File: config.mk
export PLATFORM = sky130hd
export DESIGN_NAME = uart_frame_parser
export DESIGN_NICKNAME = d
export VERILOG_FILES = /design/src/rtl/uart_pkg.sv /design/src/rtl/uart_frame_buf.sv /design/src/rtl/uart_frame_parser.sv
export SDC_FILE = /design/constraint.sdc
export NUM_CORES = 1
export LEC_CHECK = 0
export CAP_MARGIN = 10
export CORE_UTILIZATION = 40
export CTS_CLUSTER_DIAMETER = 40
export DETAILED_ROUTE_END_ITERATION = 8
export GPL_TIMING_DRIVEN = 1
export PLACE_DENSITY = 0.55
export SLEW_MARGIN = 20
export SYNTH_ARGS = -nofsm -noshare
export SYNTH_HDL_FRONTEND = slang
export SYNTH_SLANG_ARGS = --single-unit
export TNS_END_PERCENT = 5
File: constraint.sdc
create_clock -name sys_clk -period 3 [get_ports sys_clk]
set_input_delay 0.75 -clock sys_clk [delete_from_list [all_inputs] [get_ports sys_clk]]
set_output_delay 0.75 -clock sys_clk [all_outputs]
set_load 0.05 [all_outputs]
File: src/rtl/uart_pkg.sv
// Shared types and constants for the UART command-frame parser.
package uart_pkg;

   // Parser states, in frame order
   typedef enum logic [2:0] {
      ST_IDLE,
      ST_SYNC,
      ST_LEN,
      ST_CMD,
      ST_PAYLOAD,
      ST_CHK,
      ST_EMIT
   } state_t;

   // Error codes reported on err_code
   localparam logic [1:0] ERR_OVR = 2'd0;
   localparam logic [1:0] ERR_LEN = 2'd1;
   localparam logic [1:0] ERR_CHK = 2'd2;
   localparam logic [1:0] ERR_TMO = 2'd3;

   // Default sync bytes
   localparam logic [7:0] HDR0_DEF = 8'h55;
   localparam logic [7:0] HDR1_DEF = 8'hAA;

   // Nominal bit period and the 20-bit-time inter-byte timeout derived from it
   localparam int CLK_PER_BIT = 5208;
   localparam int TIMEOUT_DEF = 20 * CLK_PER_BIT;

   // A LEN byte is legal when it is 1..max_len
   function automatic logic len_ok(input logic [7:0] b, input int max_len);
      return (b != 8'd0) && (int'(b) <= max_len);
   endfunction

endpackage

File: src/rtl/uart_frame_buf.sv
// Payload register file: one write port, one registered read port.
module uart_frame_buf #(
   parameter int DEPTH = 16,
   parameter int AW    = (DEPTH > 1) ? $clog2(DEPTH) : 1
)(
   input  logic          sys_clk,
   input  logic          sys_rst_n,
   input  logic          i_wr_en,
   input  logic [AW-1:0] i_wr_addr,
   input  logic [7:0]    i_wr_data,
   input  logic          i_rd_en,
   input  logic [AW-1:0] i_rd_addr,
   output logic [7:0]    o_rd_data
);

   logic [DEPTH-1:0][7:0] r_mem;
   logic [7:0]            r_rd_data;

   // Storage needs no reset: contents are only read after being written
   always_ff @(posedge sys_clk) begin
      if (i_wr_en) r_mem[i_wr_addr] <= i_wr_data;
   end

   // Read register doubles as the payload output, so it resets to 0
   always_ff @(posedge sys_clk or negedge sys_rst_n) begin
      if (!sys_rst_n)   r_rd_data <= 8'h00;
      else if (i_rd_en) r_rd_data <= r_mem[i_rd_addr];
   end

   assign o_rd_data = r_rd_data;

endmodule

File: src/rtl/uart_frame_parser.sv
// Command-frame parser: HDR0 HDR1 LEN CMD payload CHK, XOR checksum,
// inter-byte timeout, payload released only after a good checksum.
module uart_frame_parser
   import uart_pkg::*;
#(
   parameter int         MAX_LEN      = 16,
   parameter int         TIMEOUT_CLKS = TIMEOUT_DEF,
   parameter logic [7:0] HDR0         = HDR0_DEF,
   parameter logic [7:0] HDR1         = HDR1_DEF
)(
   input  logic       sys_clk,
   input  logic       sys_rst_n,
   input  logic [7:0] in_data,
   input  logic       in_flag,
   output logic [7:0] out_cmd,
   output logic [7:0] pld_data,
   output logic       pld_valid,
   output logic       pld_last,
   output logic       frame_ok,
   output logic       err_flag,
   output logic [1:0] err_code
);

   localparam int LW = $clog2(MAX_LEN + 1);
   localparam int AW = (MAX_LEN > 1) ? $clog2(MAX_LEN) : 1;
   localparam int TW = $clog2(TIMEOUT_CLKS);

   state_t        r_state;
   logic [LW-1:0] r_len;
   logic [LW-1:0] r_idx;
   logic [7:0]    r_chk;
   logic [7:0]    r_cmd_tmp;
   logic [TW-1:0] r_tmo;
   logic [7:0]    r_out_cmd;
   logic          r_pld_valid;
   logic          r_pld_last;
   logic          r_frame_ok;
   logic          r_err_flag;
   logic [1:0]    r_err_code;

   logic          w_tmo_run;
   logic          w_tmo_exp;
   logic          w_idx_last;
   logic          w_idx_next_last;
   logic          w_chk_good;
   logic          w_wr_en;
   logic          w_rd_en;
   logic [AW-1:0] w_rd_addr;
   logic [7:0]    w_rd_data;

   assign w_tmo_run       = r_state inside {ST_SYNC, ST_LEN, ST_CMD, ST_PAYLOAD, ST_CHK};
   assign w_tmo_exp       = (r_tmo == TW'(TIMEOUT_CLKS - 1));
   assign w_idx_last      = (r_idx + LW'(1) == r_len);
   assign w_idx_next_last = (r_idx + LW'(2) == r_len);
   assign w_chk_good      = (r_state == ST_CHK) && in_flag && (in_data == r_chk);

   // Buffer control: write during PAYLOAD; read byte 0 on the good CHK strobe,
   // then pre-fetch idx+1 each EMIT cycle so pld_data lines up with pld_valid
   assign w_wr_en   = (r_state == ST_PAYLOAD) && in_flag;
   assign w_rd_en   = w_chk_good || ((r_state == ST_EMIT) && !w_idx_last);
   assign w_rd_addr = (r_state == ST_CHK) ? '0 : AW'(r_idx + LW'(1));

   uart_frame_buf #(
      .DEPTH (MAX_LEN),
      .AW    (AW)
   ) u_buf (
      .sys_clk   (sys_clk),
      .sys_rst_n (sys_rst_n),
      .i_wr_en   (w_wr_en),
      .i_wr_addr (AW'(r_idx)),
      .i_wr_data (in_data),
      .i_rd_en   (w_rd_en),
      .i_rd_addr (w_rd_addr),
      .o_rd_data (w_rd_data)
   );

   // Inter-byte timeout: counts only while a frame is being received
   always_ff @(posedge sys_clk or negedge sys_rst_n) begin
      if (!sys_rst_n)                 r_tmo <= '0;
      else if (in_flag || !w_tmo_run) r_tmo <= '0;
      else                            r_tmo <= r_tmo + TW'(1);
   end

   // Frame FSM with registered outputs; a strobe in the expiry cycle wins
   always_ff @(posedge sys_clk or negedge sys_rst_n) begin
      if (!sys_rst_n) begin
         r_state     <= ST_IDLE;
         r_len       <= '0;
         r_idx       <= '0;
         r_chk       <= 8'h00;
         r_cmd_tmp   <= 8'h00;
         r_out_cmd   <= 8'h00;
         r_pld_valid <= 1'b0;
         r_pld_last  <= 1'b0;
         r_frame_ok  <= 1'b0;
         r_err_flag  <= 1'b0;
         r_err_code  <= ERR_OVR;
      end else begin
         r_err_flag <= 1'b0;
         r_frame_ok <= 1'b0;
         if (w_tmo_run && !in_flag && w_tmo_exp) begin
            r_state    <= ST_IDLE;
            r_err_flag <= 1'b1;
            r_err_code <= ERR_TMO;
         end else begin
            case (r_state)
               ST_IDLE: begin
                  if (in_flag && in_data == HDR0) r_state <= ST_SYNC;
               end
               ST_SYNC: begin
                  if (in_flag) begin
                     if (in_data == HDR1)      r_state <= ST_LEN;
                     else if (in_data != HDR0) r_state <= ST_IDLE;
                  end
               end
               ST_LEN: begin
                  if (in_flag) begin
                     if (len_ok(in_data, MAX_LEN)) begin
                        r_len   <= LW'(in_data);
                        r_chk   <= in_data;
                        r_state <= ST_CMD;
                     end else begin
                        r_err_flag <= 1'b1;
                        r_err_code <= ERR_LEN;
                        r_state    <= ST_IDLE;
                     end
                  end
               end
               ST_CMD: begin
                  if (in_flag) begin
                     r_cmd_tmp <= in_data;
                     r_chk     <= r_chk ^ in_data;
                     r_idx     <= '0;
                     r_state   <= ST_PAYLOAD;
                  end
               end
               ST_PAYLOAD: begin
                  if (in_flag) begin
                     r_chk <= r_chk ^ in_data;
                     r_idx <= r_idx + LW'(1);
                     if (w_idx_last) r_state <= ST_CHK;
                  end
               end
               ST_CHK: begin
                  if (in_flag) begin
                     if (w_chk_good) begin
                        r_idx       <= '0;
                        r_out_cmd   <= r_cmd_tmp;
                        r_pld_valid <= 1'b1;
                        r_pld_last  <= (r_len == LW'(1));
                        r_frame_ok  <= (r_len == LW'(1));
                        r_state     <= ST_EMIT;
                     end else begin
                        r_err_flag <= 1'b1;
                        r_err_code <= ERR_CHK;
                        r_state    <= ST_IDLE;
                     end
                  end
               end
               ST_EMIT: begin
                  // A byte arriving here is dropped; emission carries on
                  if (in_flag) begin
                     r_err_flag <= 1'b1;
                     r_err_code <= ERR_OVR;
                  end
                  if (w_idx_last) begin
                     r_pld_valid <= 1'b0;
                     r_pld_last  <= 1'b0;
                     r_state     <= ST_IDLE;
                  end else begin
                     r_idx      <= r_idx + LW'(1);
                     r_pld_last <= w_idx_next_last;
                     r_frame_ok <= w_idx_next_last;
                  end
               end
               default: r_state <= ST_IDLE;
            endcase
         end
      end
   end

   assign out_cmd   = r_out_cmd;
   assign pld_data  = w_rd_data;
   assign pld_valid = r_pld_valid;
   assign pld_last  = r_pld_last;
   assign frame_ok  = r_frame_ok;
   assign err_flag  = r_err_flag;
   assign err_code  = r_err_code;

endmodule

==> out/metrics.cfg <==
[setup_path]
end_kind = flip-flop
path_max_fanout = 10
crit_type = flip-flop to flip-flop
setup.worst_path.start_class = flip-flop
required_ns = 3.32
reg2regPathDepth = 7
cp.arrival_ns = 3.07

[power_and_ir_drop]
switching_share = 0.335
p_switching_mw = 2.60
pwr-share-clk = 0.291
pwr-share-seq = 0.419
combPwrFrac = 0.290
leakagePower_nw = 3.77
p_per_area_nw_per_um2 = 757
ir_worst_vdd_mv = 0.378
p_int_mw = 5.15

[timing]
min_period_over_period = 0.915
final.setup.worst_slack_ns = 0.256
setup-tns-final_ns = 0
relSlewSlack = 0.278
fmax_ghz = 0.364
tightest_slew_ns = 1.08
rsz0062_at_grt = no
layout_min_cycle_time_ns = 2.74
clock_skew_ns = 0.0103
final-setup-viol-count = 0
final_hold_viol_count = 0
holdWs_ns = 0.364
maxSlewViolCount = 0

[logic_synthesis]
synthSimpleGateAreaFrac = 0.124
syn_inst = 679
syn_area_um2 = 8800
yosys_warnings = 0
synth_compound_area_frac = 0.0947
synth_ff_type = edfxtp_1
yosys.area_share.adder = 0.00853
avgSynthCellArea_um2 = 13.0
synth_xor_area_frac = 0.0375
async_flop_share = 0.347
synth_top_family_by_area = simple AND/OR/NAND/NOR gates
ys_seq_elements = 196
synth.mux.area_fraction = 0.0772
ys_types = 66
synth_seq_area_share = 0.630
synth_nets = 696
synth_edf_count = 128

[floorplanning]
dieWidth_um = 150
coreArea_um2 = 21300
die-area_um2 = 22600
die_y_um = 150
rows = 53
io_pins = 33
start_util = 0.413

[min_path]
min_path_type = input port to async pin

[detailed_routing]
wire_per_inst_um = 20.5
post_drt_via_cell_ratio = 5.68
drt_pass1_iterations = 5
wl_um = 21000
vias = 5813
drt_iter0_markers = 446
remaining_drc_errors = 0
route.antenna.remaining_nets = 0

[clock_tree]
cts_resized = 0
cts_sinks = 196
cts_made_buffers = 17
clkTransAtPathRegs_ns = 0.07
insertion_delay_ns = 0.44
cts_tree = yes
postCtsHoldBufs = 0
postCtsSetupBuffers = 0
ctsLongestPathBuffers = 2
h-tree-depth = 4
cts_root_buf = clkbuf_16

[final_layout]
num_antenna_cells = 0
fin_util = 0.481
syn_to_final_growth_pct = 16.3
drive_above_1_share = 0.176
layout.nets = 753
design_area_um2 = 10200

[place]
gp_congestion = 0.852
port-buffer-count = 32
hpwl_um = 14300
place_ws_ns = -0.0346
postPlaceCellArea_um2 = 9650

[job]
maxCapViolCount = 0

[outcome]
status = finished clean

[global_route]
grt_pass1_wl_um = 33100
grt_overflow = 0
first_global_vias = 5874
grt_usage = 0.199
antenna_found_initial = 0
grt_max_degree = 58

-- metrics by stage --
step | instances | total power [mW]
floorplan | 679 | 4.85
global placement | 992 | 5.51
detailed placement | 992 | 5.56
CTS | 1024 | 7.81
global route | 1024 | 8.10
finish | 1024 | 7.75
-- power groups by stage --
stage / clock network, mW / logic, mW / registers [mW]
3_5_place_dp: 0 / 2.26 / 3.30
3_3_place_gp: 0 / 2.22 / 3.29
4_1_cts: 2.30 / 2.27 / 3.24
2_1_floorplan: 0 / 1.47 / 3.38
6_report: 2.26 / 2.25 / 3.24
5_1_grt: 2.40 / 2.43 / 3.27
-- cell usage after synthesis (9+ instances only) --
library cell  count  area share
o21ai_1           9      0.0051
a31oi_1          10      0.0071
mux4_2           10       0.026
buf_2            17      0.0097
o21ai_0          20       0.011
nand4_1           9      0.0064
xnor2_1          11       0.011
mux2i_1          15       0.017
nor3_1           15      0.0085
mux2_2           27       0.035
clkbuf_1         20      0.0085
nor2_1           41       0.017
nand2b_1         16       0.011
nand2_1          61       0.026
xor2_1           23       0.023
dfrtp_1          68        0.19
edfxtp_1        128        0.44
nand3_1          32       0.018
o311ai_0         18       0.018
a21oi_1          27       0.015
-- per-layer routing --
metal | global-route usage | routed length [µm] | vias to the layer above
met1 | 0.253 | 9270 | 2952
met3 | 0.0370 | 826 | 25
li1 | - | - | 2653
met2 | 0.337 | 10500 | 183
met4 | 0.0732 | 454 | 0
met5 | 0 | 0 | -
-- sequential cells by signal, indices dropped and copies added, names as in the netlist, 2 cells and up --
signal / count
r_state: 3
r_cmd_tmp: 8
r_idx: 5
u_buf.r_mem: 128
out_cmd: 8
r_len: 5
u_buf.o_rd_data: 8
r_chk: 8
err_code: 2
r_tmo: 17
-- path summary, 6_finish.rpt --
check,from,end,slack [ns]
max in group asynchronous,sys_rst_n,r_tmo[8],1.95
worst max register to register,r_idx[1],u_buf.o_rd_data[0],0.26
worst min register to register,out_cmd[4],out_cmd[4],0.48
worst min-delay path,sys_rst_n,u_buf.o_rd_data[7],0.36
worst max-delay path,r_idx[1],u_buf.o_rd_data[0],0.26
min in group sys_clk,out_cmd[4],out_cmd[4],0.48
-- critical path: stages (launching register included) --
cell	delay, ns
dfrtp_1	0.45
ha_1	0.51
and4b_1	0.27
o211ai_1	0.11
a211oi_1	0.43
nor2_1	0.19
nor2_4	0.28
mux2_2	0.38
-- placed cells by master (no fill, tap or decap), types with 4 or more instances in the layout --
cell type	instances
edfxtp_1	128
dfrtp_1	67
nand2_1	61
buf_4	49
nor2_1	41
nand3_1	32
clkdlybuf4s50_1	31
a21oi_1	27
mux2_2	27
xor2_1	23
o21ai_0	20
o311ai_0	18
clkbuf_16	17
nand2b_1	16
nor3_1	15
mux2i_1	15
xnor2_1	11
mux4_2	10
a31oi_1	10
nand4_1	9
o21ai_1	9
o211ai_1	7
inv_1	6
a22o_1	6
o22ai_1	6
ha_1	6
and3_1	4
nor2b_1	4
nor4_1	4
o31ai_1	4
-- cell type report --
type,count,area [µm²]
clock buffers,18,429
clock inverters,14,153
fillers,1861,11100
inverters,7,26.3
multi-input cells,431,3010
flip-flops and latches,196,5550
well taps,275,344
repair buffers,83,723
-- logic make-up (layout without fill, tap and decap cells) --
kind of cell,after synthesis,after routing
mux,52,52
fa+ha+maj,6,6
buf+inv,52,122
compound gates,126,126
flops,196,196
xor+xnor,36,36
simple gates,211,211
No activity file was read; power rests on OpenSTA's default activity.
